==> config.mk <==
export PLATFORM = sky130hd
export DESIGN_NAME = tblink_rpc_call_queue
export DESIGN_NICKNAME = d
export VERILOG_FILES = /design/src/rtl/tblink_rpc_call_pkg.sv /design/src/rtl/tblink_rpc_fifo_sync.sv /design/src/rtl/tblink_rpc_call_queue.sv
export SDC_FILE = /design/constraint.sdc
export NUM_CORES = 1
export LEC_CHECK = 0
export BUFFER_PORTS_ARGS = -buffer_cell sky130_fd_sc_hd__buf_2
export CAP_MARGIN = 20
export CORE_MARGIN = 4
export CORE_UTILIZATION = 57
export DETAILED_ROUTE_END_ITERATION = 12
export MAX_ROUTING_LAYER = met4
export PLACE_DENSITY = 0.79
export SLEW_MARGIN = 5
export SYNTH_ARGS = -nofsm -noshare
export SYNTH_HDL_FRONTEND = slang
export SYNTH_SLANG_ARGS = --single-unit
==> constraint.sdc <==
create_clock -name clock -period 4.1 [get_ports clock]
set_input_delay 0.205 -clock clock [delete_from_list [all_inputs] [get_ports clock]]
set_output_delay 0.205 -clock clock [all_outputs]
set_load 0.01 [all_outputs]
==> src/rtl/tblink_rpc_call_pkg.sv <==
// Shared types for the RPC call queue: FSM states and the fixed-width part of a queued call.
package tblink_rpc_call_pkg;

  localparam int CALL_ID_W = 64;
  localparam int METHOD_W  = 16;

  typedef enum logic [1:0] {
    ST_IDLE,
    ST_ISSUE,
    ST_WAIT_DONE,
    ST_RESPOND
  } call_state_e;

  // Fixed fields of a FIFO entry; the parameter payload is appended by the user of this type.
  typedef struct packed {
    logic [CALL_ID_W-1:0] call_id;
    logic [METHOD_W-1:0]  method;
    logic                 blocking;
  } call_hdr_t;

  localparam int CALL_HDR_W = $bits(call_hdr_t);

endpackage

==> src/rtl/tblink_rpc_fifo_sync.sv <==
// Synchronous FIFO with registered storage; pushes are refused when full, pops when empty.
module tblink_rpc_fifo_sync #(
  parameter int WIDTH = 8,
  parameter int DEPTH = 4
) (
  input  logic                         clock,
  input  logic                         reset_n,
  input  logic                         push,
  input  logic [WIDTH-1:0]             wdata,
  input  logic                         pop,
  output logic [WIDTH-1:0]             rdata,
  output logic [$clog2(DEPTH+1)-1:0]   count
);

  localparam int PTR_W = $clog2(DEPTH);
  localparam int CNT_W = $clog2(DEPTH + 1);
  localparam logic [CNT_W-1:0] FULL_CNT = CNT_W'(DEPTH);

  logic [WIDTH-1:0] mem [DEPTH];
  logic [PTR_W-1:0] wr_ptr;
  logic [PTR_W-1:0] rd_ptr;
  logic [CNT_W-1:0] count_q;
  logic             do_push;
  logic             do_pop;

  // A full FIFO never takes a push, even when a pop frees a slot in the same cycle.
  assign do_push = push && (count_q != FULL_CNT);
  assign do_pop  = pop && (count_q != '0);

  always_ff @(posedge clock or negedge reset_n) begin
    if (!reset_n) begin
      wr_ptr  <= '0;
      rd_ptr  <= '0;
      count_q <= '0;
    end else begin
      if (do_push) wr_ptr <= wr_ptr + PTR_W'(1);
      if (do_pop)  rd_ptr <= rd_ptr + PTR_W'(1);
      case ({do_push, do_pop})
        2'b10:   count_q <= count_q + CNT_W'(1);
        2'b01:   count_q <= count_q - CNT_W'(1);
        default: count_q <= count_q;
      endcase
    end
  end

  always_ff @(posedge clock) begin
    if (do_push) mem[wr_ptr] <= wdata;
  end

  assign rdata = mem[rd_ptr];
  assign count = count_q;

endmodule

==> src/rtl/tblink_rpc_call_queue.sv <==
// Serialises RPC calls: queues requests, issues one command at a time, waits for completion, answers.
module tblink_rpc_call_queue
  import tblink_rpc_call_pkg::*;
#(
  parameter int DEPTH   = 4,
  parameter int PARAM_W = 32,
  parameter int RET_W   = 32
) (
  input  logic                         clock,
  input  logic                         reset_n,

  input  logic                         req_valid,
  output logic                         req_ready,
  input  logic [CALL_ID_W-1:0]         req_call_id,
  input  logic [METHOD_W-1:0]          req_method,
  input  logic                         req_blocking,
  input  logic [PARAM_W-1:0]           req_param,

  output logic                         cmd_valid,
  input  logic                         cmd_ready,
  output logic [METHOD_W-1:0]          cmd_method,
  output logic [PARAM_W-1:0]           cmd_param,

  input  logic                         done_valid,
  input  logic [RET_W-1:0]             done_retval,

  output logic                         rsp_valid,
  input  logic                         rsp_ready,
  output logic [CALL_ID_W-1:0]         rsp_call_id,
  output logic [RET_W-1:0]             rsp_retval,

  output logic [$clog2(DEPTH+1)-1:0]   count,
  output logic                         busy,
  output logic                         err_done
);

  localparam int CNT_W = $clog2(DEPTH + 1);
  localparam logic [CNT_W-1:0] FULL_CNT = CNT_W'(DEPTH);

  typedef struct packed {
    call_hdr_t          hdr;
    logic [PARAM_W-1:0] param;
  } call_entry_t;

  localparam int ENTRY_W = $bits(call_entry_t);

  call_state_e        state_q;
  call_state_e        state_d;
  call_entry_t        wr_entry;
  call_entry_t        head_entry;
  logic [CNT_W-1:0]   fifo_count;
  logic               fifo_push;
  logic               fifo_pop;
  logic               load_hold;
  logic               clear_retval;
  logic               capture_retval;
  logic               stray_done;

  call_hdr_t          hold_hdr;
  logic [PARAM_W-1:0] hold_param;
  logic [RET_W-1:0]   retval_q;
  logic               err_done_q;

  assign wr_entry.hdr.call_id  = req_call_id;
  assign wr_entry.hdr.method   = req_method;
  assign wr_entry.hdr.blocking = req_blocking;
  assign wr_entry.param        = req_param;

  assign req_ready = (fifo_count != FULL_CNT);
  assign fifo_push = req_valid && req_ready;

  tblink_rpc_fifo_sync #(
    .WIDTH (ENTRY_W),
    .DEPTH (DEPTH)
  ) u_fifo (
    .clock   (clock),
    .reset_n (reset_n),
    .push    (fifo_push),
    .wdata   (wr_entry),
    .pop     (fifo_pop),
    .rdata   (head_entry),
    .count   (fifo_count)
  );

  // Completions are only meaningful while a blocking call is waiting for one.
  assign stray_done = done_valid && (state_q != ST_WAIT_DONE);

  always_comb begin
    state_d        = state_q;
    fifo_pop       = 1'b0;
    load_hold      = 1'b0;
    clear_retval   = 1'b0;
    capture_retval = 1'b0;
    case (state_q)
      ST_IDLE: begin
        if (fifo_count != '0) begin
          fifo_pop  = 1'b1;
          load_hold = 1'b1;
          state_d   = ST_ISSUE;
        end
      end
      ST_ISSUE: begin
        if (cmd_ready) begin
          if (hold_hdr.blocking) begin
            state_d = ST_WAIT_DONE;
          end else begin
            clear_retval = 1'b1;
            state_d      = ST_RESPOND;
          end
        end
      end
      ST_WAIT_DONE: begin
        if (done_valid) begin
          capture_retval = 1'b1;
          state_d        = ST_RESPOND;
        end
      end
      ST_RESPOND: begin
        if (rsp_ready) state_d = ST_IDLE;
      end
      default: state_d = ST_IDLE;
    endcase
  end

  always_ff @(posedge clock or negedge reset_n) begin
    if (!reset_n) begin
      state_q    <= ST_IDLE;
      hold_hdr   <= '0;
      hold_param <= '0;
      retval_q   <= '0;
      err_done_q <= 1'b0;
    end else begin
      state_q <= state_d;
      if (load_hold) begin
        hold_hdr   <= head_entry.hdr;
        hold_param <= head_entry.param;
      end
      if (clear_retval) begin
        retval_q <= '0;
      end else if (capture_retval) begin
        retval_q <= done_retval;
      end
      if (stray_done) err_done_q <= 1'b1;
    end
  end

  // All handshake outputs come straight from registers, so payloads hold while stalled.
  assign cmd_valid   = (state_q == ST_ISSUE);
  assign cmd_method  = hold_hdr.method;
  assign cmd_param   = hold_param;
  assign rsp_valid   = (state_q == ST_RESPOND);
  assign rsp_call_id = hold_hdr.call_id;
  assign rsp_retval  = retval_q;
  assign count       = fifo_count;
  assign busy        = (state_q != ST_IDLE);
  assign err_done    = err_done_q;

endmodule

==> results.json <==
{
  "status": "finished, final reports clean",
  "maxCapViolCount": 0,
  "io_pins": 303,
  "cts_max_level": 2,
  "peakVddDrop_uv": 525,
  "die-area_mm2": 0.0436,
  "slew_headroom_pct": 27.5,
  "finalSetupViolations": 0,
  "via_per_inst": 5.49,
  "ant_nets": 0,
  "synth_fp_nets": 1511,
  "yosys_register_bits": 607,
  "syn_area_per_cell_um2": 17.1,
  "wire_per_inst_um": 21.7,
  "final.period_utilization_pct": 60.9,
  "hold_viol": 0,
  "dr_total_vias": 12733,
  "yosysSeqAreaShare_pct": 75.8,
  "final_area_mm2": 0.0280,
  "leakage_nw": 11.1,
  "core_mm2": 0.0398,
  "slew_viol_final": 0,
  "cts_tree": "done",
  "start_kind": "flop",
  "setup_tns_ns": 0,
  "drt_iter0_drc": 1025,
  "powerDensity_mw_per_mm2": 734,
  "critPathKind": "flop to flop",
  "mostFrequentLayoutCell": "edfxtp_1",
  "fin_skew_ns": 0.0329,
  "synth.yosys.warnings": 0,
  "grt_max_degree": 90,
  "yosysUniqueCellTypes": 30,
  "grt_setup_unrepaired": "no",
  "rows": 73,
  "dr.pass1.iters": 5,
  "end_kind": "flop",
  "portBuffers": 302,
  "synth_area_mm2": 0.0230,
  "grt_util_all_layers_pct": 23.8,
  "grt_pass1_wl_um": 78100,
  "num-fill-cells": 2421,
  "most-common-layout-cells": "452 x edfxtp_1, 407 x nand2_1, 301 x buf_2",
  "worstPathArrival_ns": 2.97,
  "fmax_mhz": 400,
  "routed_wl_um": 50400,
  "gp_congestion": 0.948,
  "antenna_found_initial": 5,
  "cts.path.max_buffers": 3,
  "start_util_pct": 57.8,
  "period_needed_ns": 2.50,
  "fp.dieW_um": 209,
  "postCtsSetupBuffers": 0,
  "worstPathRequired_ns": 4.58,
  "hold_path.class": "primary input to flop",
  "tightest_slew_ns": 1.09,
  "drc": 0,
  "syn_inst": 1349,
  "cts_buffers": 59,
  "clk_latency_ns": 0.62,
  "cts_root_buf": "clkbuf_16",
  "syn2layout_area_growth_pct": 21.8,
  "first_global_vias": 13721,
  "drive_gt1_share_pct": 30.0,
  "die_y_um": 209,
  "hpwl_um": 27900,
  "synthArstFlopShare_pct": 25.5,
  "path_max_fanout": 74,
  "synth_edf_count": 452,
  "grt_overflow_total": 0,
  "clk_pin_slew_worst_paths_ns": 0.07,
  "place_area_mm2": 0.0245,
  "nNetsFinal": 1899,
  "synth_flop_cell": "edfxtp_1",
  "clkSinkCount": 607
}
flip-flops by register name, summed over array words and instances (netlist names):
| name | flops |
|---|---|
| u_fifo.wr_ptr | 2 |
| cmd_method | 16 |
| cmd_param | 32 |
| rsp_call_id | 64 |
| u_fifo.mem | 452 |
| err_done | 1 |
| rsp_retval | 32 |
| u_fifo.count | 3 |
| state_q | 2 |
| hold_hdr | 1 |
| u_fifo.rd_ptr | 2 |
routing by layer:
metal | wire, um | track usage [%]
met3 | 3590 | 5.55
met4 | 1410 | 6.23
met1 | 19300 | 29.8
met2 | 26000 | 40.0
met5 | 0 | -
synth_stat cells (2+ instances only):
cell      instances  area share, %
inv_1             7           0.11
buf_1             4          0.065
clkbuf_1         21           0.34
edfxtp_1        452             59
and3_1            4           0.11
buf_4            83            2.7
nor2_1            2          0.033
xnor2_1           5           0.19
and2_1            3          0.082
a21oi_1          32           0.70
buf_2            27           0.59
nor2b_1           4           0.11
dfrtp_1         155             17
mux4_2          113             11
mux2_2            2          0.098
buf_6             6           0.29
nand2_1         407            6.6
ha_1             10           0.54
where the power goes:
| group | switching (W) | internal, W | leakage (nW) |
|---|---|---|---|
| Clock | 0.00224 | 0.00316 | 0.948 |
| Combinational | 0.00340 | 0.00254 | 4.06 |
| Sequential | 0.000843 | 0.00839 | 6.08 |
repair_timing:
action | CTS | global route
resized for setup | 0 | 0
hold buffers | 147 | 0
hold endpoints to repair | 565 | 0
worst max-delay path, cell delays in order, from the launching register on:
cell and delay [ns]:
dfrtp_1 0.41, inv_1 0.16, ha_1 0.29, nand2b_4 0.24, inv_4 0.18, buf_4 0.69, nand2_1 0.15, xnor2_1 0.16
kinds of logic after synthesis:
logic type / after synthesis / share of synthesized area [%]
mux: 115 / 11.2
buf+inv: 150 / 4.21
flops: 607 / 75.8
simple gates: 423 / 7.06
fa+ha+maj: 11 / 0.631
compound gates: 37 / 0.870
xor+xnor: 6 / 0.228
final cells by class:
cell class / instances / area (um^2) / share of cell area [%]
well taps: 525 / 657 / 2.34
inverters: 8 / 32.5 / 0.116
clock inverters: 24 / 255 / 0.911
diodes: 5 / 12.5 / 0.0447
clock buffers: 88 / 1720 / 6.13
multi-input cells: 592 / 4620 / 16.5
flip-flops and latches: 607 / 17500 / 62.3
repair buffers: 469 / 3270 / 11.7
worst paths after layout:
kind | start | end | slack (ns) | cells after the start
max | state_q[0] | u_fifo.rd_ptr[1] | 1.60 | 7
min | req_valid | u_fifo.wr_ptr[0] | 0.08 | 3
max reg2reg | state_q[0] | u_fifo.rd_ptr[1] | 1.60 | 7
min reg2reg | err_done | err_done | 0.45 | 1
max in group asynchronous | reset_n | rsp_retval[17] | 2.92 | 3
min in group asynchronous | reset_n | rsp_call_id[37] | 0.25 | 2
stage by stage:
stage	power (W)	worst slack [ns]	utilization [%]	hold slack [ns]	std cells
final	0.0206	1.60	70.4	0.0755	2318
after global routing	0.0217	1.40	70.4	0.0765	2318
after CTS	0.0206	1.47	70.2	0.0322	2311
after detailed placement	0.0151	1.56	61.6	0.347	2052
after global placement	0.0149	1.62	61.6	0.353	2052
after floorplan	0.0136	0.206	-	-0.0906	1349
Note: power is estimated with default switching activity, not from simulation.
